**config.mk**
```make
export PLATFORM = sky130hd
export DESIGN_NAME = mux_nx1_rr_flat
export DESIGN_NICKNAME = d
export VERILOG_FILES = /design/src/rtl/mux_nx1_rr_pkg.sv /design/src/rtl/mux_nx1_rr_if.sv /design/src/rtl/rr_arb.sv /design/src/rtl/mux_nx1_rr.sv /design/src/flat_wrapper.sv
export SDC_FILE = /design/constraint.sdc
export NUM_CORES = 1
export LEC_CHECK = 0
export ABC_AREA = 1
export BUFFER_PORTS_ARGS = -buffer_cell sky130_fd_sc_hd__buf_4
export CAP_MARGIN = 20
export CORE_MARGIN = 10
export CORE_UTILIZATION = 47
export CTS_CLUSTER_DIAMETER = 120
export DETAILED_ROUTE_END_ITERATION = 7
export PLACE_DENSITY = 0.88
export SLEW_MARGIN = 20
export SYNTH_ARGS = -nofsm -noshare
export SYNTH_HDL_FRONTEND = slang
export SYNTH_SLANG_ARGS = --single-unit
```
**constraint.sdc**
```tcl
create_clock -name clk -period 4.25 [get_ports clk]
set_clock_uncertainty 0.2 [all_clocks]
set_input_delay 0.425 -clock clk [delete_from_list [all_inputs] [get_ports clk]]
set_output_delay 0.425 -clock clk [all_outputs]
set_load 0.02 [all_outputs]
```
**src/rtl/mux_nx1_rr_pkg.sv**
```systemverilog
// Shared definitions for the N-input round-robin / fixed-select mux.
// Holds the mode encodings and the channel-index width helper.
// No ports; imported by the arbiter, interface and top.
package mux_pkg;

   localparam logic MODE_FIXED = 1'b0;
   localparam logic MODE_RR    = 1'b1;

   // Channel-index width for n channels. Never returns less than one bit,
   // so a select port always exists.
   function automatic int idx_w(input int n);
      return (n <= 2) ? 1 : $clog2(n);
   endfunction

endpackage

```
**src/rtl/mux_nx1_rr_if.sv**
```systemverilog
// Handshake bundle between N producers, the mux and one consumer.
// master: producer/consumer side (drives in_*, mode, sel, out_ready).
// slave : mux side (drives in_ready and the out_* beat).
interface mux_nx1_rr_if #(
   parameter int N = 4,
   parameter int W = 8
);
   import mux_pkg::*;

   localparam int SW = idx_w(N);

   logic [N*W-1:0] in_data;
   logic [N-1:0]   in_valid;
   logic [N-1:0]   in_ready;
   logic           mode;
   logic [SW-1:0]  sel;
   logic [W-1:0]   out_data;
   logic [SW-1:0]  out_ch;
   logic           out_valid;
   logic           out_ready;

   modport master (
      output in_data, in_valid, mode, sel, out_ready,
      input  in_ready, out_data, out_ch, out_valid
   );

   modport slave (
      input  in_data, in_valid, mode, sel, out_ready,
      output in_ready, out_data, out_ch, out_valid
   );

endinterface

```
**src/rtl/rr_arb.sv**
```systemverilog
// Combinational round-robin arbiter: first requester at or after ptr, wrapping.
// Ports: req[N] requests, ptr start index; gnt_valid/gnt_idx winning channel.
// Zero latency; no backpressure (pure function of req and ptr).
module rr_arb
   import mux_pkg::*;
#(
   parameter  int N  = 4,
   localparam int SW = idx_w(N)
) (
   input  logic [N-1:0]  req,
   input  logic [SW-1:0] ptr,
   output logic          gnt_valid,
   output logic [SW-1:0] gnt_idx
);

   logic [N-1:0]  rot;
   logic [SW-1:0] off;

   // Rotate so that ptr lands at bit 0, pick the lowest set bit, then map
   // the offset back to an absolute channel. Modulo is done by a single
   // conditional subtract because ptr and the offset are both below N.
   always_comb begin
      int j;
      int idx;
      rot       = '0;
      off       = '0;
      gnt_valid = 1'b0;
      for (int i = 0; i < N; i++) begin
         j = int'(ptr) + i;
         if (j >= N) j = j - N;
         rot[i] = req[j];
      end
      for (int i = N - 1; i >= 0; i--) begin
         if (rot[i]) begin
            gnt_valid = 1'b1;
            off       = SW'(i);
         end
      end
      idx = int'(ptr) + int'(off);
      if (idx >= N) idx = idx - N;
      gnt_idx = SW'(idx);
   end

endmodule

```
**src/rtl/mux_nx1_rr.sv**
```systemverilog
// N-input W-bit registered mux, fixed-select or round-robin arbitration.
// Latency: 1 cycle input transfer to out_valid; 1 beat/cycle with out_ready high.
// Backpressure: in_ready only when output register is empty or draining this cycle.
// Ports: clk, rst_n (async active-low), bus (slave view of mux_nx1_rr_if).
module mux_nx1_rr
   import mux_pkg::*;
#(
   parameter  int N  = 4,
   parameter  int W  = 8,
   localparam int SW = idx_w(N)
) (
   input logic           clk,
   input logic           rst_n,
   mux_nx1_rr_if.slave   bus
);

   logic          load_en;
   logic          fix_vld;
   logic          rr_vld;
   logic [SW-1:0] rr_idx;
   logic          gnt_vld;
   logic [SW-1:0] gnt_idx;
   logic [W-1:0]  gnt_dat;
   logic [N-1:0]  rdy;
   logic [SW-1:0] ptr;

   logic          out_vld_q;
   logic [W-1:0]  out_dat_q;
   logic [SW-1:0] out_ch_q;

   rr_arb #(.N(N)) u_rr_arb (
      .req       (bus.in_valid),
      .ptr       (ptr),
      .gnt_valid (rr_vld),
      .gnt_idx   (rr_idx)
   );

   // Fixed path: compare sel against every legal index so an out-of-range
   // sel (N not a power of two) simply matches nothing.
   always_comb begin
      fix_vld = 1'b0;
      for (int k = 0; k < N; k++) begin
         if (bus.sel == SW'(k) && bus.in_valid[k]) fix_vld = 1'b1;
      end
   end

   assign gnt_vld = (bus.mode == MODE_RR) ? rr_vld : fix_vld;
   assign gnt_idx = (bus.mode == MODE_RR) ? rr_idx : bus.sel;
   assign load_en = !out_vld_q || bus.out_ready;

   // Ready never looks at in_data, and is forced low while held in reset.
   always_comb begin
      rdy     = '0;
      gnt_dat = '0;
      for (int k = 0; k < N; k++) begin
         rdy[k] = rst_n && load_en && gnt_vld && (gnt_idx == SW'(k));
         if (gnt_idx == SW'(k)) gnt_dat = bus.in_data[k*W +: W];
      end
   end

   always_ff @(posedge clk or negedge rst_n) begin
      if (!rst_n) begin
         out_vld_q <= 1'b0;
         out_dat_q <= '0;
         out_ch_q  <= '0;
         ptr       <= '0;
      end else if (load_en) begin
         if (gnt_vld) begin
            out_vld_q <= 1'b1;
            out_dat_q <= gnt_dat;
            out_ch_q  <= gnt_idx;
            if (bus.mode == MODE_RR) begin
               ptr <= (gnt_idx == SW'(N - 1)) ? '0 : gnt_idx + SW'(1);
            end
         end else begin
            out_vld_q <= 1'b0;
         end
      end
   end

   assign bus.in_ready  = rdy;
   assign bus.out_valid = out_vld_q;
   assign bus.out_data  = out_dat_q;
   assign bus.out_ch    = out_ch_q;

endmodule

```
**src/flat_wrapper.sv**
```systemverilog
// flat-port wrapper written by rule: the top's interface ports become plain ports
module mux_nx1_rr_flat import mux_pkg::*;
#(
   parameter  int N  = 4,
   parameter  int W  = 8,
   localparam int SW = idx_w(N)
)
  (clk, rst_n, bus_in_data, bus_in_valid, bus_mode, bus_sel, bus_out_ready, bus_in_ready, bus_out_data, bus_out_ch, bus_out_valid);
  mux_nx1_rr_if #(.N(N), .W(W)) bus_i ();
  input logic clk;
  input logic rst_n;
  input wire logic [$bits(bus_i.in_data)-1:0] bus_in_data;
  input wire logic [$bits(bus_i.in_valid)-1:0] bus_in_valid;
  input wire logic [$bits(bus_i.mode)-1:0] bus_mode;
  input wire logic [$bits(bus_i.sel)-1:0] bus_sel;
  input wire logic [$bits(bus_i.out_ready)-1:0] bus_out_ready;
  output wire logic [$bits(bus_i.in_ready)-1:0] bus_in_ready;
  output wire logic [$bits(bus_i.out_data)-1:0] bus_out_data;
  output wire logic [$bits(bus_i.out_ch)-1:0] bus_out_ch;
  output wire logic [$bits(bus_i.out_valid)-1:0] bus_out_valid;
  assign bus_i.in_data = bus_in_data;
  assign bus_i.in_valid = bus_in_valid;
  assign bus_i.mode = bus_mode;
  assign bus_i.sel = bus_sel;
  assign bus_i.out_ready = bus_out_ready;
  assign bus_in_ready = bus_i.in_ready;
  assign bus_out_data = bus_i.out_data;
  assign bus_out_ch = bus_i.out_ch;
  assign bus_out_valid = bus_i.out_valid;
  mux_nx1_rr #(.N(N), .W(W)) u_core (.clk(clk), .rst_n(rst_n), .bus(bus_i));
endmodule
```
==> results of run 1 <==
-- area by class of cell --
type / count / share of cell area (%)
multi-input combinational: 164 / 48.5
timing repair buffer: 57 / 24.8
sequential: 13 / 18.7
inverter: 20 / 4.32
tap: 31 / 2.23
clock buffer: 4 / 1.51
-- worst min-delay path, delay by kind of cell --
family | cells | cell delay, ns
and+or+nand+nor | 3 | 0.14
AOI/OAI and AO/OA | 1 | 0.06
buffers and inverters | 1 | 0.08
-- kinds of logic (layout without fill, tap and decap cells) --
group,after synthesis,count (layout),synth area share [%]
xor+xnor,1,1,0.673
compound gates,33,33,13.3
buf+inv,27,81,10.3
fa+ha+maj,5,5,4.81
simple gates,125,125,46.0
flops,13,13,25.0
-- per-layer routing --
metal  up-vias  share of wire (%)
met2        42                 48
met3         3                7.9
li1        742                  -
met1       633                 44
met4         0               0.55
met5         -                  0
-- metrics by stage --
| step | setup WS, ns | cell area, um^2 | utilization [%] |
|---|---|---|---|
| 6_report | 0.406 | 1740 | 64.1 |
| 5_1_grt | 0.0709 | 1740 | 64.1 |
| 4_1_cts | 0.417 | 1740 | 64.1 |
| 3_5_place_dp | 0.666 | 1700 | 62.8 |
| 3_3_place_gp | 0.822 | 1700 | 62.8 |
| 2_1_floorplan | 0.971 | 1300 | - |
-- registers in the layout (all words and copies together) (netlist names) --
register and flops:
u_core.bus.out_valid 1, u_core.ptr 2, u_core.bus.out_data 8, u_core.bus.out_ch 2
-- power by group --
part           switching [mW]  internal (mW)  total [mW]
sequential             0.0639          0.179       0.242
combinational           0.543          0.327       0.870
clock                  0.0404         0.0365      0.0770
total                   0.647          0.542        1.19
-- cell usage in the layout, fill, tap and decap left out, drive strengths merged --
master | netlist | final
dlygate4sd3 | 0 | 1
a21oi | 11 | 11
inv | 20 | 20
o21ai | 22 | 22
xor2 | 1 | 1
dfrtp | 13 | 13
buf | 4 | 56
nand2 | 104 | 104
nand3 | 10 | 10
ha | 5 | 5
nand3b | 1 | 1
clkbuf | 3 | 4
nor2 | 10 | 10
-- worst min-delay path by stage --
stage,slack [ns],depth (start not counted),startpoint,endpoint
6_report,0.25,5,bus_in_data[27],u_core.bus.out_data[3]
3_5_place_dp,0.08,1,rst_n,u_core.bus.out_data[5]
2_1_floorplan,-0.07,0,rst_n,u_core.bus.out_ch[0]
5_1_grt,0.29,5,bus_in_data[27],u_core.bus.out_data[3]
4_1_cts,0.25,5,bus_in_data[27],u_core.bus.out_data[3]
3_3_place_gp,0.08,1,rst_n,u_core.bus.out_data[6]
==> run_results.csv, run 1 <==
group,metric,value,unit
outcome,outcome,"completed",
global_route,grt_max_degree,18,
setup_path,crit_top_cell,"nand2_1",
route,drt-pass1-iter-count,4,
clock_network,cts.sinks,13,
setup_path,crit_fanout,12,
place,dp.cells,284,
setup_path,r2r_cells,21,
synth,synth-edff-count,0,
synth,yosysTopAreaCellShare,25.0,%
floorplanning,rows,19,
sta,rsz0062_at_grt,"no",
floorplanning,dieHeight,72.6,um
setup_path,worstReg2RegEnd,"u_core.bus.out_data[4]",
setup_path,critPathBufInv,5,
global_route,grt_usage,14.3,%
setup_path,cp-start-kind,"flop",
synth,synth_top_cell_by_area,"dfrtp_1",
run,maxCapViolations,0,
route,vias_per_cell,4.91,
sta,tightest_slew,0.497,ns
clock_network,insertion_delay,0.28,ns
clock_network,postCtsResizedCells,0,
sta,final_hold_viol_count,0,
route,drc,0,
route,detail_route.wirelength,3790,um
floorplanning,start_util,48.0,%
global_route,met2_usage,23.3,%
sta,final-setup-viol-count,0,
route,num_vias,1420,
power,powerDensity,684,nW/um^2
finish,layout-drive-gt1-share,36.8,%
setup_path,crit_start,"u_core.ptr[0]",
global_route,top_usage_layer,"met2",
place,place_congestion,0.928,
place,io_buffers,56,
clock_network,postCtsSetupRepairBufs,0,
clock_network,clock_tree.root_cell,"clkbuf_4",
clock_network,numCtsBuffers,3,
sta,slew_violations,0,
synth,synthMostInstantiatedCell,"nand2_1",
synth,avgSynthCellArea,6.38,um^2
power,peakVddDrop,0.000452,V
setup_path,cp.required,3.62,ns
global_route,grt_pass1_vias,1423,
setup_path,reg2reg_setup_slack,0.60,ns
synth,ys_ff_latch,13,
finish,n_antenna_cell,0,
floorplanning,pin_count,57,
clock_network,clk_pin_slew_worst_paths,0.07,ns
clock_network,post_cts_hold_buffer_count,1,
finish,fillers,268,
setup_path,path_cells,"inv_2 > nand2_1 > nand3_1 > nand2_1 > nand3_1 > a21oi_1 > ha_1 > xor2_1 > inv_1 > nand2_1 > nand2_1 > nand2_1 > nand2_1 > inv_1 > ha_1 > inv_1 > nor2_1 > buf_4",
clock_network,cts_tree,"built",
global_route,grt_util_met3,5.58,%
finish,stdcell_count,289,
clock_network,h-tree-depth,1,
synth,yosysWarningCount,0,
route,drtIter0Drc,78,
synth,async_flop_share,100,%
setup_path,cp-endpoint,"bus_in_ready[2]",
floorplanning,fp.dieW,72.6,um
route,drtAntennaViolNets,0,
sta,fin_crit,3.84,ns
synth,ys_seq_area_share,25.0,%
global_route,use_met1,16.9,%
synth,synthDistinctLibCells,21,
global_route,antenna_found_initial,0,
synth,netlist_instances,204,
worst_hold_path,worstHoldPathType,"input port to flop",
sta,slew_headroom,66.9,%
floorplanning,die-area,5270,um^2
synth,synth-main-ff-cell,"dfrtp_1",
sta,fin_crit_sh,90.4,%
route,wl_per_cell,13.1,um
synth,syn-num-nets,251,
sta,holdWs,0.248,ns
sta,fmax,260,MHz
setup_path,cp_num_cells,18,
synth,synth.cell_area,1300,um^2
setup_path,end_kind,"primary output",
floorplanning,core,2710,um^2
finish,regArea,325,um^2
finish,multi_input_area,842,um^2
setup_path,worstPathArrival,3.22,ns
sta,tns,0,ns
power,finalPower,1.19,mW
setup_path,critPathMaxStageDelay,0.61,ns
global_route,grt_pass1_wl,6290,um
finish,fin_nets,306,
place,dpl.hpwl,3230,um
clock_network,cts_buffer_depth,2,
global_route,overflow,0,
synth,yosys-top-cells-count,"nand2_1, nand2_2, o21ai_0",
setup_path,slowest_stage,"dfrtp_1",
finish,syn2layout_area_growth,33.6,%
synth,ys_top_cells_by_area,"dfrtp_1, nand2_1, nand2_2, o21ai_0, inv_1",
setup_path,cp_top_family,"simple AND/OR/NAND/NOR gates",
setup_path,crit_type,"flop to primary output",
power,p_leak,0.977,nW
setup_path,timing.rr.start,"u_core.ptr[0]",
Note: power is estimated with default switching activity, not from simulation.
==> run 2, diff against run 1 <==
--- a/config.mk
+++ b/config.mk
@@ -5,11 +5,10 @@
 export SDC_FILE = /design/constraint.sdc
 export NUM_CORES = 1
 export LEC_CHECK = 0
-export ABC_AREA = 1
 export BUFFER_PORTS_ARGS = -buffer_cell sky130_fd_sc_hd__buf_4
 export CAP_MARGIN = 20
 export CORE_MARGIN = 10
-export CORE_UTILIZATION = 47
+export CORE_UTILIZATION = 44
 export CTS_CLUSTER_DIAMETER = 120
 export DETAILED_ROUTE_END_ITERATION = 7
 export PLACE_DENSITY = 0.88
==> run 2 against run 1 <==
Net effect:
- final cell count down 29%
- clock-buffer cell count unchanged
- hold slack worse by 0.12 ns
- register-to-register slack better by 0.22 ns
- cell area decreased by 14%
- wire length shrank 5.2%
- power down 22%
==> run_results.csv, run 2 <==
group,metric,value,unit
sta,rsz0062_at_grt,"no",
floorplanning,rows,17,
sta,fin_crit_sh,83.3,%
setup_path,critPathMaxStageDelay,0.56,ns
route,drtAntennaViolNets,0,
synth,ys_top_cells_by_area,"dfrtp_1, a21oi_1, ha_1, a221oi_1, nor2b_1",
setup_path,timing.rr.start,"u_core.ptr[1]",
power,p_leak,0.721,nW
finish,largest_reg_flops,8,
finish,final_common_cell,"buf_4",
setup_path,critPathBufInv,1,
synth,synthMostInstantiatedCell,"a21oi_1",
clock_network,insertion_delay,0.27,ns
clock_network,cts_buffer_depth,2,
sta,slew_violations,0,
setup_path,cp-endpoint,"bus_in_ready[3]",
synth,ys_seq_area_share,31.4,%
route,vias_per_cell,5.50,
power,powerDensity,623,nW/um^2
sta,slew_headroom,62.3,%
power,net-switching-power,437,uW
setup_path,cp.required,3.62,ns
global_route,use_met1,16.3,%
finish,fillers,191,
synth,synth-xor-area-share,1.57,%
place,io_buffers,56,
synth,synth-edff-count,0,
synth,netlist_instances,121,
sta,final_hold_viol_count,0,
setup_path,slowest_stage,"ha_1",
global_route,met2_usage,25.9,%
global_route,overflow,0,
route,detail_route.wirelength,3600,um
route,drt-pass1-iter-count,4,
setup_path,crit_fanout,17,
setup_path,crit_start,"u_core.ptr[1]",
route,drtIter0Drc,92,
outcome,outcome,"completed",
sta,tns,0,ns
clock_network,clk_pin_slew_worst_paths,0.08,ns
sta,fin_crit,3.54,ns
synth,synth-main-ff-cell,"dfrtp_1",
floorplanning,core,2230,um^2
synth,muxShareOfSynthArea,5.55,%
setup_path,r2r_cells,12,
finish,mostFrequentLayoutCells,"buf_4, a21oi_1, nor2_1",
synth,synth_top_family_by_area,"compound AO/OA/AOI/OAI gates",
synth,async_flop_share,100,%
floorplanning,start_util,46.4,%
synth,syn-num-nets,168,
route,drc,0,
power,finalPower,929,uW
synth,yosysWarningCount,0,
sta,tightest_slew,0.565,ns
floorplanning,die-area,4700,um^2
setup_path,worstPathArrival,2.92,ns
global_route,grt_pass1_wl,5290,um
clock_network,postCtsResizedCells,0,
power,seqPwrFrac,24.8,%
place,place_congestion,0.776,
clock_network,cts.sinks,13,
finish,syn2layout_area_growth,43.8,%
finish,layout-drive-gt1-share,38.1,%
synth,synth-adder-area-share,7.12,%
global_route,grt_pass1_vias,1167,
clock_network,cts_tree,"built",
setup_path,crit_type,"flop to primary output",
power,peakVddDrop,0.000424,V
run,maxCapViolations,0,
route,wl_per_cell,17.6,um
clock_network,h-tree-depth,1,
finish,fin_nets,224,
power,p_clk_share,8.1,%
floorplanning,dieHeight,68.6,um
synth,synth-compound-area-share,26.9,%
setup_path,cp-start-kind,"flop",
synth,yosysTopAreaCellShare,31.4,%
sta,fmax,282,MHz
place,dpl.hpwl,2960,um
synth,synthDistinctLibCells,33,
clock_network,numCtsBuffers,3,
power,combPwrFrac,67.1,%
clock_network,clock_tree.root_cell,"clkbuf_4",
power,p_int,491,uW
synth,avgSynthCellArea,8.57,um^2
synth,ys_ff_latch,13,
global_route,grt_util_met3,3.70,%
floorplanning,pin_count,57,
global_route,antenna_found_initial,0,
setup_path,worstReg2RegEnd,"u_core.bus.out_data[2]",
finish,n_antenna_cell,0,
setup_path,path_cells,"o21ai_0 > a21oi_1 > o31a_1 > ha_1 > xor2_2 > a21oi_1 > ha_1 > and3_1 > buf_4",
synth,synth_simple_gate_area_share,21.0,%
sta,final-setup-viol-count,0,
setup_path,reg2reg_setup_slack,0.82,ns
setup_path,cp_num_cells,9,
setup_path,cp_top_family,"compound AO/OA/AOI/OAI gates",
global_route,top_usage_layer,"met2",
worst_hold_path,worstHoldPathType,"input port to flop",
floorplanning,fp.dieW,68.6,um
route,num_vias,1123,
synth,synth.cell_area,1040,um^2
global_route,grt_usage,14.4,%
power,switching_share,47.1,%
global_route,grt_max_degree,18,
setup_path,end_kind,"primary output",
synth,synth_top_cell_by_area,"dfrtp_1",
synth,yosys-top-cells-count,"a21oi_1, nor2_1, dfrtp_1",
==> run 2: power groups by stage <==
stage | clock network [mW] | registers (mW) | logic, mW
finish | 0.0748 | 0.230 | 0.624
CTS | 0.0759 | 0.228 | 0.624
global route | 0.0806 | 0.237 | 0.686
global placement | 0 | 0.227 | 0.595
floorplan | 0 | 0.285 | 0.353
detailed placement | 0 | 0.230 | 0.621
==> run 2: per-stage QoR <==
step | instances | hold slack (ns) | setup slack (ns) | util (%) | instance area, um^2
floorplan | 121 | -0.0706 | 1.06 | - | 1040
global placement | 199 | 0.0867 | 0.932 | 65.2 | 1460
detailed placement | 199 | 0.0875 | 0.716 | 65.2 | 1460
CTS | 204 | 0.132 | 0.719 | 66.8 | 1490
global route | 204 | 0.144 | 0.478 | 66.8 | 1490
finish | 204 | 0.131 | 0.709 | 66.8 | 1490
==> run 2: area by class of cell <==
cell class | count | area, um^2 | share of cell area [%]
clock buffers | 4 | 26.3 | 1.76
inverters | 6 | 22.5 | 1.51
multi-input cells | 95 | 644 | 43.2
flip-flops and latches | 13 | 325 | 21.8
well taps | 28 | 35.0 | 2.35
repair buffers | 58 | 438 | 29.4
==> run 2: repair_timing <==
item	in CTS	in global routing
buffers inserted	0	0
hold buffers	1	0
setup endpoints to repair	0	0
hold endpoints to repair	13	0
==> run 2: cell families after synthesis <==
| kind of cell | count (synthesis) |
|---|---|
| flip-flops | 13 |
| adder cells (fa/ha/maj) | 6 |
| AND/OR/NAND/NOR | 43 |
| buffers and inverters | 13 |
| multiplexers | 4 |
| AO/OA/AOI/OAI | 41 |
| XOR/XNOR | 1 |
==> run 2: worst min path at each step <==
stage,start,endpoint,slack [ns],cells after the start
CTS,bus_out_ready,u_core.bus.out_valid,0.13,2
floorplan,rst_n,u_core.bus.out_ch[0],-0.07,0
global placement,rst_n,u_core.bus.out_data[5],0.09,1
global route,bus_out_ready,u_core.bus.out_valid,0.14,2
finish,bus_out_ready,u_core.bus.out_valid,0.13,2
detailed placement,rst_n,u_core.bus.out_data[6],0.09,1
==> run 2: routing by layer <==
metal / vias up / share of wire, % / wire length, um
met3: 8 / 7.6 / 273
met4: 0 / 2.0 / 72
met1: 523 / 36 / 1310
li1: 550 / - / -
met5: - / 0 / 0
met2: 42 / 54 / 1940
